[src/rtl/pio_in_debounced_if.sv]
// Avalon-MM slave bus for the debounced input PIO: 2-bit word address,
// active-low write strobe, 32-bit data paths with registered read data.
interface pio_in_debounced_if;
  logic [1:0]  address;
  logic        chipselect;
  logic        write_n;
  logic [31:0] writedata;
  logic [31:0] readdata;

  modport master (
    output address,
    output chipselect,
    output write_n,
    output writedata,
    input  readdata
  );

  modport slave (
    input  address,
    input  chipselect,
    input  write_n,
    input  writedata,
    output readdata
  );
endinterface

[src/rtl/pio_in_debounced.sv]
// Debounced Avalon-MM input PIO for board switches and keys.
// Each channel is synchronised through two flops, then debounced by a
// 16-bit counter that must see the synchronised value differ from the
// accepted (stable) value for DEBOUNCE consecutive cycles. Accepted
// changes raise edge events (polarity selectable) into a W1C capture
// register; the interrupt is driven either from stable data or captures.
module pio_in_debounced #(
  parameter int WIDTH     = 18,
  parameter int DEBOUNCE  = 1000,
  parameter int EDGE_TYPE = 2,
  parameter int IRQ_TYPE  = 1
) (
  input  logic                 clk,
  input  logic                 reset_n,
  pio_in_debounced_if.slave    bus,
  input  logic [WIDTH-1:0]     in_port,
  output logic                 irq
);

  // Counter value at which a pending change is accepted; the counter
  // clears there, so it never reaches DEBOUNCE and never wraps.
  localparam logic [15:0] CNT_LAST = 16'(DEBOUNCE - 1);

  logic [WIDTH-1:0] s1;
  logic [WIDTH-1:0] sync;
  logic [WIDTH-1:0] stable;
  logic [15:0]      cnt [WIDTH];
  logic [WIDTH-1:0] differ;
  logic [WIDTH-1:0] accept;
  logic [WIDTH-1:0] evt;
  logic [WIDTH-1:0] irq_mask;
  logic [WIDTH-1:0] edge_capture;
  logic [WIDTH-1:0] clr;
  logic             wr_en;
  logic [31:0]      rd_mux;

  // Register writes only use the low WIDTH data bits; the rest are
  // deliberately discarded.
  logic unused_writedata;
  assign unused_writedata = ^bus.writedata;

  // Two-flop synchroniser for the asynchronous board inputs.
  always_ff @(posedge clk or negedge reset_n) begin
    if (!reset_n) begin
      s1   <= '0;
      sync <= '0;
    end else begin
      s1   <= in_port;
      sync <= s1;
    end
  end

  // Per-channel acceptance and event qualification. An event fires on
  // the very edge the stable value flips, filtered by edge polarity
  // using the new (synchronised) level.
  for (genvar gi = 0; gi < WIDTH; gi++) begin : g_chan
    assign differ[gi] = sync[gi] ^ stable[gi];
    assign accept[gi] = differ[gi] && (cnt[gi] == CNT_LAST);
    assign evt[gi]    = accept[gi] &&
                        ((EDGE_TYPE == 2) ||
                         ((EDGE_TYPE == 0) &&  sync[gi]) ||
                         ((EDGE_TYPE == 1) && !sync[gi]));
  end

  // Debounce counters and accepted values; reset discards partial counts.
  always_ff @(posedge clk or negedge reset_n) begin
    if (!reset_n) begin
      stable <= '0;
      for (int i = 0; i < WIDTH; i++) begin
        cnt[i] <= '0;
      end
    end else begin
      // An accepted bit always differs from sync, so flipping it adopts sync.
      stable <= stable ^ accept;
      for (int i = 0; i < WIDTH; i++) begin
        if (!differ[i] || accept[i]) begin
          cnt[i] <= '0;
        end else begin
          cnt[i] <= cnt[i] + 16'd1;
        end
      end
    end
  end

  assign wr_en = bus.chipselect && !bus.write_n;
  assign clr   = (wr_en && (bus.address == 2'd3)) ? bus.writedata[WIDTH-1:0] : '0;

  // Interrupt mask and edge capture; a same-cycle event beats a clear.
  always_ff @(posedge clk or negedge reset_n) begin
    if (!reset_n) begin
      irq_mask     <= '0;
      edge_capture <= '0;
    end else begin
      if (wr_en && (bus.address == 2'd2)) begin
        irq_mask <= bus.writedata[WIDTH-1:0];
      end
      edge_capture <= (edge_capture & ~clr) | evt;
    end
  end

  // Read mux, zero-extended above WIDTH.
  always_comb begin
    rd_mux = '0;
    case (bus.address)
      2'd0:    rd_mux[WIDTH-1:0] = stable;
      2'd1:    rd_mux[WIDTH-1:0] = sync;
      2'd2:    rd_mux[WIDTH-1:0] = irq_mask;
      default: rd_mux[WIDTH-1:0] = edge_capture;
    endcase
  end

  // Read data is sampled every cycle, independent of chipselect.
  always_ff @(posedge clk or negedge reset_n) begin
    if (!reset_n) begin
      bus.readdata <= '0;
    end else begin
      bus.readdata <= rd_mux;
    end
  end

  // Interrupt comes straight from registers so it cannot glitch mid-cycle.
  if (IRQ_TYPE == 0) begin : g_irq_level
    assign irq = |(stable & irq_mask);
  end else begin : g_irq_edge
    assign irq = |(edge_capture & irq_mask);
  end

endmodule

[src/flat_wrapper.sv]
// flat-port wrapper written by rule: the top's interface ports become plain ports
module pio_in_debounced_flat 
#(
  parameter int WIDTH     = 18,
  parameter int DEBOUNCE  = 1000,
  parameter int EDGE_TYPE = 2,
  parameter int IRQ_TYPE  = 1
)
  (clk, reset_n, in_port, irq, bus_address, bus_chipselect, bus_write_n, bus_writedata, bus_readdata);
  pio_in_debounced_if bus_i ();
  input  logic clk;
  input  logic reset_n;
  input  logic [WIDTH-1:0] in_port;
  output logic irq;
  input wire logic [$bits(bus_i.address)-1:0] bus_address;
  input wire logic [$bits(bus_i.chipselect)-1:0] bus_chipselect;
  input wire logic [$bits(bus_i.write_n)-1:0] bus_write_n;
  input wire logic [$bits(bus_i.writedata)-1:0] bus_writedata;
  output wire logic [$bits(bus_i.readdata)-1:0] bus_readdata;
  assign bus_i.address = bus_address;
  assign bus_i.chipselect = bus_chipselect;
  assign bus_i.write_n = bus_write_n;
  assign bus_i.writedata = bus_writedata;
  assign bus_readdata = bus_i.readdata;
  pio_in_debounced #(.WIDTH(WIDTH), .DEBOUNCE(DEBOUNCE), .EDGE_TYPE(EDGE_TYPE), .IRQ_TYPE(IRQ_TYPE)) u_core (.clk(clk), .reset_n(reset_n), .bus(bus_i), .in_port(in_port), .irq(irq));
endmodule
[config.mk]
export PLATFORM = sky130hd
export DESIGN_NAME = pio_in_debounced_flat
export DESIGN_NICKNAME = d
export VERILOG_FILES = /design/src/rtl/pio_in_debounced_if.sv /design/src/rtl/pio_in_debounced.sv /design/src/flat_wrapper.sv
export SDC_FILE = /design/constraint.sdc
export NUM_CORES = 1
export LEC_CHECK = 0
export BUFFER_PORTS_ARGS = -buffer_cell sky130_fd_sc_hd__buf_2
export CELL_PAD_IN_SITES_DETAIL_PLACEMENT = 1
export CELL_PAD_IN_SITES_GLOBAL_PLACEMENT = 1
export CORE_MARGIN = 1.5
export CORE_UTILIZATION = 30
export CTS_CLUSTER_SIZE = 20
export DETAILED_ROUTE_END_ITERATION = 12
export GPL_TIMING_DRIVEN = 0
export HOLD_SLACK_MARGIN = 0.08
export PLACE_DENSITY_LB_ADDON = 0.15
export REMOVE_ABC_BUFFERS = 1
export SYNTH_ARGS = -nofsm -noshare
export SYNTH_HDL_FRONTEND = slang
export SYNTH_SLANG_ARGS = --single-unit
[constraint.sdc]
create_clock -name clk -period 5.09 [get_ports clk]
set_clock_uncertainty 0.2 [all_clocks]
set_input_delay 0.7635 -clock clk [delete_from_list [all_inputs] [get_ports clk]]
set_output_delay 0.7635 -clock clk [all_outputs]
set_load 0.02 [all_outputs]
==> out/results.ini <==
[run_status]
outcome=complete, no violations

[critical_path]
crit_path_end_kind=output port
cp.required_ps=4130
crit_path_start_kind=flip-flop
critical_path_class=reg2out
slowest_stage=a221oi_1
arrival_ps=2380
cp_slowest_stage_delay_ps=570
path_max_fanout=3
r2r-start=u_core.cnt[131]$_DFF_PN0_
reg2reg_slack_ps=2330
crit_chain=a22o_1, a221oi_1, and3_1, nand4_1, buf_2
rr_endpoint=u_core.cnt[138]$_DFF_PN0_
reg2regPathDepth=4
crit_start=u_core.edge_capture[16]$_DFF_PN0_

[logic_synthesis]
avgSynthCellArea_um2=10.6
synth_common_cells=dfrtp_1 (396), nor2_1 (318), xnor2_1 (195), nand3_1 (91), nand4_1 (90)
synthTopCellsByArea=dfrtp_1 (54%), xnor2_1 (9.4%), nor2_1 (6.5%), xor2_1 (3.2%), nand4_1 (3.1%)
synth_cell_types=48
netlist_area_mm2=0.0183
seq_area_frac_synth_pct=54.3
synth-seq-cells=396
synthCells=1717
synthArstFlopShare_pct=100
ys_warn_count=0
synthFlopType=dfrtp_1
synth_edf_count=0
yosys.cell_count.top_type=dfrtp_1
synth_top_area_share_pct=54.3
yosysTopAreaCell=dfrtp_1

[hold_path]
min_to=u_core.s1[8]$_DFF_PN0_
min_path_cells=1
min_path_type=in2reg
min-delay-start=in_port[8]

[power]
p_leak_nw=8.62
power_mw=7.17
powerDensity_mw_per_mm2=339
irDropWorstVdd_mv=0.198

[global_route]
grt_max_degree=106
grt_antenna_before_repair=2
overflow=0
grt_pass1_vias=13700
grt_pass1_wl_mm=72.6
track_usage_pct=14.0

[timing]
slew_viol_final=0
period_minus_slack_ps=3340
hold_violations=0
setup_viol=0
tightestPinTransition_ps=1260
fmax_mhz=299
max_slew_margin_pct=16.0
worst_hold_slack_ps=126
rsz0062_at_grt=no
finalCritPeriodShare_pct=65.7
fin_ws_ps=1750

[die]
ios=89
coreArea_mm2=0.0602
die_w_um=250
num_rows=90
die_area_mm2=0.0623
die_h_um=250
start_util_pct=30.3

[final_layout]
drive_gt1_share_pct=11.8
fin_nets=1885
area_growth_pct=15.9
final_cell_area_mm2=0.0212

[placed_design]
place_ws_ps=1590
port-buffer-count=60
dpl_cell_area_mm2=0.0194
dp_hpwl_mm=28.0
place_congestion=0.722

[routing]
dr_total_vias=12800
drc=0
drt_iter0_drc=676
via_per_inst=4.86
ant_nets=0
drt-total-wl_mm=42.5
firstDrtPassIters=4
wl_per_cell_um=16.2

[clock_tree]
clockBufferDepth=3
cts_setup_buffers=0
numCtsBuffers=47
clk_pin_slew_ps=60
root_buffer=clkbuf_16
htreeDepth=2
clkSinkCount=396
cts_tree=done
insertion_delay_ps=570

[flow_run]
maxCapViolCount=0

==> cells in the final DEF (no fill, tap or decap), types with 8 or more instances in the layout <==
cell,n
dfrtp_1,396
nor2_1,318
xnor2_1,195
nand3_1,91
nand4_1,90
nand2_1,89
nor4_1,79
nor3_1,67
xor2_1,66
buf_2,59
inv_1,56
clkbuf_16,49
or4_1,40
mux2_2,32
a22o_1,20
mux4_2,18
ha_1,18
dlygate4sd3_1,18
conb_1,14
and3_1,12
a21oi_1,9
nand2b_1,8
nand2_2,8
clkinvlp_4,8
==> flip-flops by register name, summed over array words and instances (netlist names), named ones only <==
register and count:
u_core.bus.readdata 18, u_core.cnt 288, u_core.edge_capture 18, u_core.irq_mask 18, u_core.s1 18, u_core.sync 18
==> area by class of cell <==
type	instances	area, um^2
Antenna cell	1	2.50
Clock buffer	58	1300
Clock inverter	22	292
Fill cell	6578	39100
Inverter	56	210
Multi-Input combinational cell	1226	7860
Sequential cell	396	9910
Tap cell	782	978
Timing Repair Buffer	84	607
==> through the flow <==
| stage | instances | TNS, ps | utilization, % |
|---|---|---|---|
| 4_1_cts | 2624 | 0 | 35.1 |
| 3_3_place_gp | 2520 | -2129680 | 31.9 |
| 6_report | 2625 | 0 | 35.1 |
| 5_1_grt | 2624 | 0 | 35.1 |
| 3_5_place_dp | 2526 | 0 | 32.2 |
| 2_1_floorplan | 1678 | 0 | - |
==> cells by family (layout without fill, tap and decap cells) <==
logic type      Yosys count  in the layout  synth area share (%)
other cells               1             15                0.0205
flops                   396            396                  54.3
mux                      53             53                  4.40
buf+inv                 108            220                  3.03
compound gates           46             46                  1.89
fa+ha+maj                18             18                  1.23
simple gates            834            834                  22.6
xor+xnor                261            261                  12.5
==> layer usage <==
layer,wire length (um),vias up,track usage (%)
met5,0,-,0
met4,932,0,4.01
met3,1270,61,2.52
met2,19400,115,22.5
met1,20800,6442,19.4
li1,-,6137,-
==> repair_timing <==
action / 4_1_cts / 5_1_grt
endpoints found under the setup margin: 0 / 0
resized for setup: 0 / 0
endpoints found under the hold margin: 79 / 0
hold buffers: 18 / 0
==> worst max path at each step <==
stage,end,slack [ps],cells after the start
after global placement,u_core.cnt[84]$_DFF_PN0_,-5360,1
after global routing,irq,1560,5
after detailed placement,u_core.edge_capture[8]$_DFF_PN0_,1590,4
final,irq,1750,5
after CTS,irq,1550,5
after floorplan,u_core.irq_mask[0]$_DFFE_PN0P_,1730,2
==> worst max-delay path: cells and delay by family, from the launching register on <==
family | cells | cell delay [ps]
AOI/OAI and AO/OA | 2 | 820
DFF | 1 | 390
and+or+nand+nor | 2 | 370
buffers and inverters | 1 | 210
==> power by group <==
| group | switching [mW] | internal, mW |
|---|---|---|
| combinational | 0.218 | 0.136 |
| clock | 1.37 | 2.11 |
| sequential | 0.0863 | 3.25 |
No activity file was read; power rests on OpenSTA's default activity.
